File: config.mk
export PLATFORM = sky130hd
export DESIGN_NAME = app_regrw_tst
export DESIGN_NICKNAME = d
export VERILOG_FILES = /design/src/rtl/app_tst_pkg.sv /design/src/rtl/app_reg_hs.sv /design/src/rtl/app_regrw_tst.sv
export SDC_FILE = /design/constraint.sdc
export NUM_CORES = 1
export LEC_CHECK = 0
export CAP_MARGIN = 15
export CORE_MARGIN = 10
export CORE_UTILIZATION = 34
export CTS_CLUSTER_DIAMETER = 150
export DETAILED_ROUTE_END_ITERATION = 12
export PLACE_DENSITY = 0.67
export SYNTH_ARGS = -nofsm -noshare
export SYNTH_HDL_FRONTEND = slang
export SYNTH_HIERARCHICAL = 1
export SYNTH_SLANG_ARGS = --single-unit
export TNS_END_PERCENT = 30
File: constraint.sdc
create_clock -name usr_clk -period 4.1 [get_ports usr_clk]
set_clock_uncertainty 0.2 [all_clocks]
set_input_delay 0.82 -clock usr_clk [delete_from_list [all_inputs] [get_ports usr_clk]]
set_output_delay 0.82 -clock usr_clk [all_outputs]
set_load 0.01 [all_outputs]
File: src/rtl/app_tst_pkg.sv
// Shared types and helpers for the user register read/write self-test.
// Address and pattern helpers are computed wide and truncated by the caller.
package app_tst_pkg;

    typedef enum logic [1:0] {
        StIdle,
        StWrReq,
        StRdReq,
        StDone
    } tst_state_e;

    localparam int unsigned GAP_LEN  = 1;
    localparam int unsigned ERR_W    = 8;
    localparam int unsigned HELPER_W = 64;

    function automatic logic [HELPER_W-1:0] reg_byte_addr(input logic [HELPER_W-1:0] base,
                                                          input logic [HELPER_W-1:0] idx);
        return base + (idx << 2);
    endfunction

    function automatic logic [HELPER_W-1:0] reg_pattern(input logic [HELPER_W-1:0] seed,
                                                        input logic [HELPER_W-1:0] idx);
        return seed + idx;
    endfunction

endpackage

File: src/rtl/app_reg_hs.sv
// Register port handshake: owns req/ack sequencing, the idle gap after each
// access and the ack timeout counter.
module app_reg_hs
    import app_tst_pkg::*;
#(
    parameter int unsigned       ADDR_W  = 8,
    parameter int unsigned       DATA_W  = 32,
    parameter logic [15:0]       ACK_TMO = 16'd1023
) (
    input  logic              clk,
    input  logic              rst_n,
    input  logic              start,
    input  logic              abort,
    input  logic              start_wr,
    input  logic [ADDR_W-1:0] start_addr,
    input  logic [DATA_W-1:0] start_wdata,
    input  logic              ack,
    output logic              req,
    output logic              wr,
    output logic [ADDR_W-1:0] addr,
    output logic [DATA_W-1:0] wdata,
    output logic              ready,
    output logic              done,
    output logic              tmo
);
    localparam int unsigned GAP_W = (GAP_LEN > 1) ? $clog2(GAP_LEN) : 1;

    logic [15:0]      tmo_cnt;
    logic [GAP_W-1:0] gap_cnt;

    // Ack wins over a timeout landing in the same cycle.
    assign done  = req & ack;
    assign tmo   = req & ~ack & (tmo_cnt == ACK_TMO - 16'd1);
    assign ready = ~req & (gap_cnt == '0);

    always_ff @(posedge clk or negedge rst_n) begin
        if (!rst_n) begin
            req     <= 1'b0;
            wr      <= 1'b0;
            addr    <= '0;
            wdata   <= '0;
            tmo_cnt <= '0;
            gap_cnt <= '0;
        end else if (abort) begin
            req     <= 1'b0;
            tmo_cnt <= '0;
            gap_cnt <= '0;
        end else if (start) begin
            req     <= 1'b1;
            wr      <= start_wr;
            addr    <= start_addr;
            wdata   <= start_wdata;
            tmo_cnt <= '0;
        end else if (done || tmo) begin
            req     <= 1'b0;
            gap_cnt <= GAP_W'(GAP_LEN - 1);
        end else begin
            if (req) begin
                tmo_cnt <= tmo_cnt + 16'd1;
            end
            if (gap_cnt != '0) begin
                gap_cnt <= gap_cnt - GAP_W'(1);
            end
        end
    end

endmodule

File: src/rtl/app_regrw_tst.sv
// User register self-test: on a rising run edge, writes a pattern to REG_NUM
// registers, reads them back and reports busy/done/pass/error/timeout status.
module app_regrw_tst
    import app_tst_pkg::*;
#(
    parameter int unsigned       REG_NUM   = 8,
    parameter int unsigned       ADDR_W    = 8,
    parameter int unsigned       DATA_W    = 32,
    parameter logic [ADDR_W-1:0] ADDR_BASE = '0,
    parameter logic [DATA_W-1:0] SEED      = DATA_W'(32'hA5A5_0000),
    parameter logic [15:0]       ACK_TMO   = 16'd1023
) (
    input  logic              usr_clk,
    input  logic              usr_rst_n,
    input  logic              usr_regrw_run_i,
    output logic              reg_req_o,
    output logic              reg_wr_o,
    output logic [ADDR_W-1:0] reg_addr_o,
    output logic [DATA_W-1:0] reg_wdata_o,
    input  logic              reg_ack_i,
    input  logic [DATA_W-1:0] reg_rdata_i,
    output logic              tst_busy_o,
    output logic              tst_done_o,
    output logic              tst_pass_o,
    output logic [ERR_W-1:0]  tst_err_cnt_o,
    output logic              tst_tmo_o
);
    localparam int unsigned IDX_W = (REG_NUM > 1) ? $clog2(REG_NUM) : 1;

    tst_state_e       state;
    logic             run_d;
    logic [IDX_W-1:0] idx;
    logic             busy, done, pass, tmo_flag;
    logic [ERR_W-1:0] err_cnt;

    logic             start, active, last;
    logic [IDX_W-1:0] acc_idx;
    logic [ADDR_W-1:0] acc_addr;
    logic [DATA_W-1:0] pattern;
    logic             hs_start, hs_abort, hs_wr, hs_ready, hs_done, hs_tmo;
    logic             err_inc, tmo_nxt;
    logic [ERR_W-1:0] err_nxt;

    assign start    = usr_regrw_run_i & ~run_d;
    assign active   = (state == StWrReq) || (state == StRdReq);
    assign last     = idx == IDX_W'(REG_NUM - 1);
    // The first write is launched from IDLE before idx has been cleared.
    assign acc_idx  = (state == StIdle) ? '0 : idx;
    assign acc_addr = ADDR_W'(reg_byte_addr(HELPER_W'(ADDR_BASE), HELPER_W'(acc_idx)));
    assign pattern  = DATA_W'(reg_pattern(HELPER_W'(SEED), HELPER_W'(acc_idx)));

    assign hs_start = ((state == StIdle) & start) | (active & usr_regrw_run_i & hs_ready);
    assign hs_abort = active & ~usr_regrw_run_i;
    assign hs_wr    = (state != StRdReq);

    // A timed-out read is one error; its data is never compared.
    assign err_inc = hs_tmo | (hs_done & (state == StRdReq) & (reg_rdata_i != pattern));
    assign err_nxt = (err_inc && (err_cnt != '1)) ? err_cnt + ERR_W'(1) : err_cnt;
    assign tmo_nxt = tmo_flag | hs_tmo;

    app_reg_hs #(
        .ADDR_W (ADDR_W),
        .DATA_W (DATA_W),
        .ACK_TMO(ACK_TMO)
    ) u_hs (
        .clk        (usr_clk),
        .rst_n      (usr_rst_n),
        .start      (hs_start),
        .abort      (hs_abort),
        .start_wr   (hs_wr),
        .start_addr (acc_addr),
        .start_wdata(pattern),
        .ack        (reg_ack_i),
        .req        (reg_req_o),
        .wr         (reg_wr_o),
        .addr       (reg_addr_o),
        .wdata      (reg_wdata_o),
        .ready      (hs_ready),
        .done       (hs_done),
        .tmo        (hs_tmo)
    );

    always_ff @(posedge usr_clk or negedge usr_rst_n) begin
        if (!usr_rst_n) begin
            state    <= StIdle;
            run_d    <= 1'b0;
            idx      <= '0;
            busy     <= 1'b0;
            done     <= 1'b0;
            pass     <= 1'b0;
            err_cnt  <= '0;
            tmo_flag <= 1'b0;
        end else begin
            run_d <= usr_regrw_run_i;
            unique case (state)
                StIdle: begin
                    if (start) begin
                        state    <= StWrReq;
                        idx      <= '0;
                        busy     <= 1'b1;
                        done     <= 1'b0;
                        pass     <= 1'b0;
                        err_cnt  <= '0;
                        tmo_flag <= 1'b0;
                    end
                end
                StWrReq, StRdReq: begin
                    if (!usr_regrw_run_i) begin
                        state <= StIdle;
                        busy  <= 1'b0;
                        done  <= 1'b0;
                        pass  <= 1'b0;
                    end else if (hs_done || hs_tmo) begin
                        err_cnt  <= err_nxt;
                        tmo_flag <= tmo_nxt;
                        if (!last) begin
                            idx <= idx + IDX_W'(1);
                        end else begin
                            idx <= '0;
                            if (state == StWrReq) begin
                                state <= StRdReq;
                            end else begin
                                state <= StDone;
                                busy  <= 1'b0;
                                done  <= 1'b1;
                                pass  <= (err_nxt == '0) && !tmo_nxt;
                            end
                        end
                    end
                end
                StDone: begin
                    if (!usr_regrw_run_i) begin
                        state <= StIdle;
                    end
                end
                default: state <= StIdle;
            endcase
        end
    end

    assign tst_busy_o    = busy;
    assign tst_done_o    = done;
    assign tst_pass_o    = pass;
    assign tst_err_cnt_o = err_cnt;
    assign tst_tmo_o     = tmo_flag;

endmodule

# == Word level (Yosys, flattened, before mapping) ==
# Index checks and enable logic that the tools add are counted.
# Widths: inputs -> output; s select.
# totals
ff_bits,72
input_bits,36
output_inout_bits,54
# op_classes
n_addsub,5
n_eq_ne,17
muxes,49
bitwise_logic,20
reduce_logical,16
# ops
operator,n
$mux 16,4
$add 32x3->32 const A,1
$mux 8,4
$ne 32x32->1,1
$mux 1,24
$add 16x1->16 const B,1
$eq 16x10->1 const B,1
$pmux 8 s2,1
$mux 3,5
$ne 3x3->1 const B,4
$and 1x1->1,11
$mux 2,5
$ne 2x2->1 const B,5
$add 8x1->8 const B,1
$logic_not 8->1,1
$ne 8x8->1 const B,1
$pmux 1 s2,4
$reduce_and 4->1,2
$not 1->1,6
$pmux 2 s3,1
$pmux 3 s2,1
$reduce_bool 3->1,2
$reduce_and 5->1,1
$eq 2x2->1 const B,2
13 further kinds,18

# == Longest topological paths before layout ==
# logic_depth
ltp_word,15
ltp_mapped,14
mapped_depth_nobuf,13

# == Modules after synthesis ==
# The synthesis kept the hierarchy.
# modules_own_cells
module,n_inst,cells_per_inst,area_each_um2,seq_area_each_um2
app_reg_hs,1,186,2506.2,1451.4
app_regrw_tst,1,164,1350.0,450.4

# == Worst setup path before layout ==
# Ideal clock, no wire load.
# synth_path
path_type,register -> register
startpoint,register u_hs.tmo_cnt[0]
endpoint,register pass (netlist: tst_pass_o)
arrival_time_ps,2971
required_ps,3780
slack_ps,809
stages_incl_launch_ff,14
synth_period_minus_slack_ps,3291
path_cell_list,dfrtp_1 -> inv_1 -> ha_1 -> or4b_4 -> nor4_4 -> and2_1 -> nor4b_2 -> nand4_1 -> nor2_1 -> a41oi_2 -> nand3_1 -> xnor2_1 -> o32ai_1 -> a31o_1
# synth_via
elab_chain_cells,12
word_cells_on_any_way,17
# synth_rtl
element,line_no,text
start: declaration,app_reg_hs.sv:28,logic [15:0] tmo_cnt;
start signal: assignment,app_reg_hs.sv:59,tmo_cnt <= tmo_cnt + 16'd1;
$eq 16x10->1 *,app_reg_hs.sv:33,assign tmo = req & ~ack & (tmo_cnt == ACK_TMO - 16'd1);
$and 1x1->1 *,app_reg_hs.sv:33,
net hs_tmo,app_regrw_tst.sv:40,"logic hs_start, hs_abort, hs_wr, hs_ready, hs_done, hs_tmo;"
$or 1x1->1,app_regrw_tst.sv:57,assign err_inc = hs_tmo | (hs_done & (state == StRdReq) & (reg_rdata_i != pattern));
$logic_and 1x1->1,app_regrw_tst.sv:58,assign err_nxt = (err_inc && (err_cnt != '1)) ? err_cnt + ERR_W'(1) : err_cnt;
$mux 8,app_regrw_tst.sv:58,
$logic_not 8->1,app_regrw_tst.sv:126,pass <= (err_nxt == '0) && !tmo_nxt;
$logic_and 1x1->1,app_regrw_tst.sv:126,
$mux 1,app_regrw_tst.sv:120,if (state == StWrReq) begin
$mux 1,app_regrw_tst.sv:116,if (!last) begin
$mux 1,app_regrw_tst.sv:113,end else if (hs_done || hs_tmo) begin
$mux 1,app_regrw_tst.sv:108,if (!usr_regrw_run_i) begin
$pmux 1 s2,app_regrw_tst.sv:95,unique case (state)
end signal: assignment,app_regrw_tst.sv:126,
end: declaration,app_regrw_tst.sv:33,"logic busy, done, pass, tmo_flag;"
# Mark *: on every way through the listed nets, which the timed path passes. The rest lies on a longest branch. The select of a mux whose other input is x is not followed.
# A chain may end at the register's enable or synchronous reset.

# == Worst setup path in the final report ==
# layout_path
startpoint,input port reg_ack_i
endpoint,register pass (netlist: tst_pass_o)
# layout_via
elab_chain_cells,13
word_cells_on_any_way,21
# layout_rtl
element,line_no,text
start: declaration,app_regrw_tst.sv:20,"input logic reg_ack_i,"
$not 1->1 *,app_reg_hs.sv:33,
$and 1x1->1 * (2 in a row),app_reg_hs.sv:33,
net hs_tmo,app_regrw_tst.sv:40,
$or 1x1->1,app_regrw_tst.sv:57,
$logic_and 1x1->1,app_regrw_tst.sv:58,
$mux 8,app_regrw_tst.sv:58,
$logic_not 8->1,app_regrw_tst.sv:126,
$logic_and 1x1->1,app_regrw_tst.sv:126,
$mux 1,app_regrw_tst.sv:120,
$mux 1,app_regrw_tst.sv:116,
$mux 1,app_regrw_tst.sv:113,
$mux 1,app_regrw_tst.sv:108,
$pmux 1 s2,app_regrw_tst.sv:95,
# Marked as above.

==> metrics <==
r2r startpoint u_hs/tmo_cnt[0]; Tmin final 3.58 ns; drt drc 0; RR Endpoint tst_pass_o; Mapped Area 3860 um^2; DP Wirelength 7480 um; final WL 10400 um; DR vias 3098; data arrival time of the worst path 3.65 ns; critical path startpoint reg_ack_i; setup TNS 0 ns; P&R area growth vs syn 38.8%; sequential share of the synthesized area 49.3%; Tightest Pin Transition 0.988 ns; Period Utilization, post-route 87.3%; Avg Cell Area, Syn 11.0 um^2; Total GRT Usage 12.8%; CTS Buffer Depth 2; required time of the critical path 4.17 ns; clk slew on worst S/H paths 0.06 ns; Peak Freq 279 MHz; number of port buffers 89; Synth Register Bits 76; site row count 38; worst setup path class in2reg; IO Count 90; first-pass GRT wire length 16800 um; Synth async-reset ratio 100%; initial antenna violation count 0; Pre-antenna DRT Iters 4; CTS Root Cell clkbuf_16; # clock sinks 76; Power Density 622 nW/um^2; synth warn 6; Die Wd 126 um; cell area after layout 5350 um^2; ANT nets after route 0; Placement Setup Slack 0.178 ns; final setup margin 0.521 ns; Primary FF master, synth dfrtp_1; vias in the first global route 3226; crit path launch type primary input; flop2flop setup slack 0.53 ns; Setup Buffers After CTS 0; Placer Congestion 0.905; Synth area leader dfrtp_1; final setup fails 0; CP endpoint kind register; Worst R2R Path Depth 13; leakage dissipation 2.27 nW; Synth Instances 350; total core area 11000 um^2; CP endpoint tst_pass_o; most frequent cell after synthesis dfrtp_1; Die H 126 um; Max VDD drop 0.000310 V; Hold Violations, Final 0; post-placement cell count 601; final core utilization 48.7%; hold depth 2; slew margin rel. 34.1%; clock buffers created by TritonCTS 9; Finished Layout Cells 617; Min-Delay Path Class reg2reg; Final #Nets 517; EDFF count, synth 0; Worst-Skew Late Latency 0.33 ns; Max Cap Violations 0; H-tree Lvls 3; share of cells above drive strength 1 16.1%; DR vias/cell 5.02; Routed wire per std cell 16.8 um; Max FO, Critical Path 7; GRT Residual Overflow 0; top-area cell type share of the netlist area 49.3%; most frequent cells after synthesis dfrtp_1 (76), mux2_2 (43), nand2_1 (32); antenna cell count 0; die area 16000 um^2; Synth area leaders dfrtp_1 (49%), mux2_2 (13%), nand2_1 (3.1%), ha_1 (2.9%), o21ai_0 (2.3%); RSZ-0062 raised after global routing no; status finished, final reports clean; CTS tree built; final max-slew violation count 0; 1st-iter DRT viols 256; CTS hold repair buffers 0; CTS resizes 0; library cells used by synthesis 61; largest net degree at the start of global routing 77; placed instance area 5010 um^2; Starting Density 35.1%
worst max-delay path, stage by stage:
cell and delay (ns):
clkdlybuf4s50_1 0.52, and2b_1 0.26, and2_1 0.24, nor4b_2 0.23, nand4_1 0.12, nor2_1 0.15, a41oi_2 0.25, and2_1 0.29
or4_4 0.43, a211oi_2 0.19, a31o_1 0.16
registers in the layout, indices dropped and copies added (netlist names):
signal,count
tst_err_cnt_o,8
idx,3
u_hs/wr,1
state,2
u_hs/wdata,32
u_hs/addr,8
tst_done_o,1
u_hs/tmo_cnt,16
run_d,1
tst_tmo_o,1
tst_pass_o,1
u_hs/req,1
tst_busy_o,1
layer usage:
layer / wire length, um / vias up / share of wire (%) / track usage (%)
li1: - / 1495 / - / -
met1: 4330 / 1502 / 42 / 15.2
met3: 860 / 9 / 8.3 / 5.12
met2: 5060 / 92 / 49 / 21.1
met5: 0 / - / 0 / 0
met4: 104 / 0 / 1.0 / 3.42
logic make-up after synthesis:
logic type	share of synthesized area, %
fa+ha+maj	2.92
mux	13.1
buf+inv	2.66
xor+xnor	2.04
flops	49.3
other cells	0.195
simple gates	17.9
compound gates	11.9
power breakdown:
group | internal, mW | switching [mW] | leakage, nW | total [mW]
sequential | 0.983 | 0.142 | 0.960 | 1.13
combinational | 0.706 | 0.584 | 1.15 | 1.29
clock | 0.596 | 0.319 | 0.167 | 0.914
total | 2.28 | 1.04 | 2.27 | 3.33
worst min path at each step:
stage                   start        endpoint
6_report               idx[2]          idx[2]
5_1_grt        u_hs/wdata[16]  u_hs/wdata[16]
4_1_cts         u_hs/wdata[8]   u_hs/wdata[8]
3_5_place_dp    u_hs/wdata[4]   u_hs/wdata[4]
3_3_place_gp           idx[2]          idx[2]
2_1_floorplan          idx[2]          idx[2]
metrics by stage:
stage                     hold slack, ns  total power, mW
after global placement             0.276             2.40
final                              0.304             3.33
after CTS                          0.309             3.39
after floorplan                    0.260             1.79
after detailed placement           0.296             2.45
after global routing               0.315             3.53
placed cells by master (no fill, tap or decap), types with 2 or more instances in the layout:
cell / Yosys / final
a21oi_1: 15 / 15
a22o_1: 2 / 2
a31oi_1: 5 / 5
and2_1: 3 / 3
and3_1: 5 / 5
and4_1: 3 / 3
and4b_1: 2 / 2
buf_4: 0 / 4
bufinv_16: 0 / 3
clkbuf_16: 0 / 9
clkdlybuf4s50_1: 0 / 88
clkinv_4: 0 / 2
conb_1: 2 / 34
dfrtp_1: 76 / 76
ha_1: 9 / 9
inv_1: 12 / 12
mux2_2: 43 / 43
mux2i_1: 2 / 2
nand2_1: 32 / 32
nand2b_1: 2 / 2
nand3_1: 9 / 9
nand4_1: 8 / 8
nor2_1: 18 / 17
nor2b_1: 5 / 5
nor3_1: 2 / 2
nor4_1: 5 / 5
nor4bb_1: 2 / 2
o211ai_1: 3 / 3
o21a_1: 2 / 2
o21ai_0: 18 / 18
o22ai_1: 3 / 3
o31ai_1: 6 / 6
or3_1: 4 / 4
or3_2: 2 / 2
or4_1: 2 / 2
xnor2_1: 8 / 8
area by class of cell:
type	count	area, um^2
well taps	140	175
flip-flops and latches	76	1900
multi-input cells	281	1980
inverters	12	45.0
repair buffers	92	911
clock inverters	6	113
clock buffers	10	229
fillers	1019	5630
No activity file was read; power rests on OpenSTA's default activity.
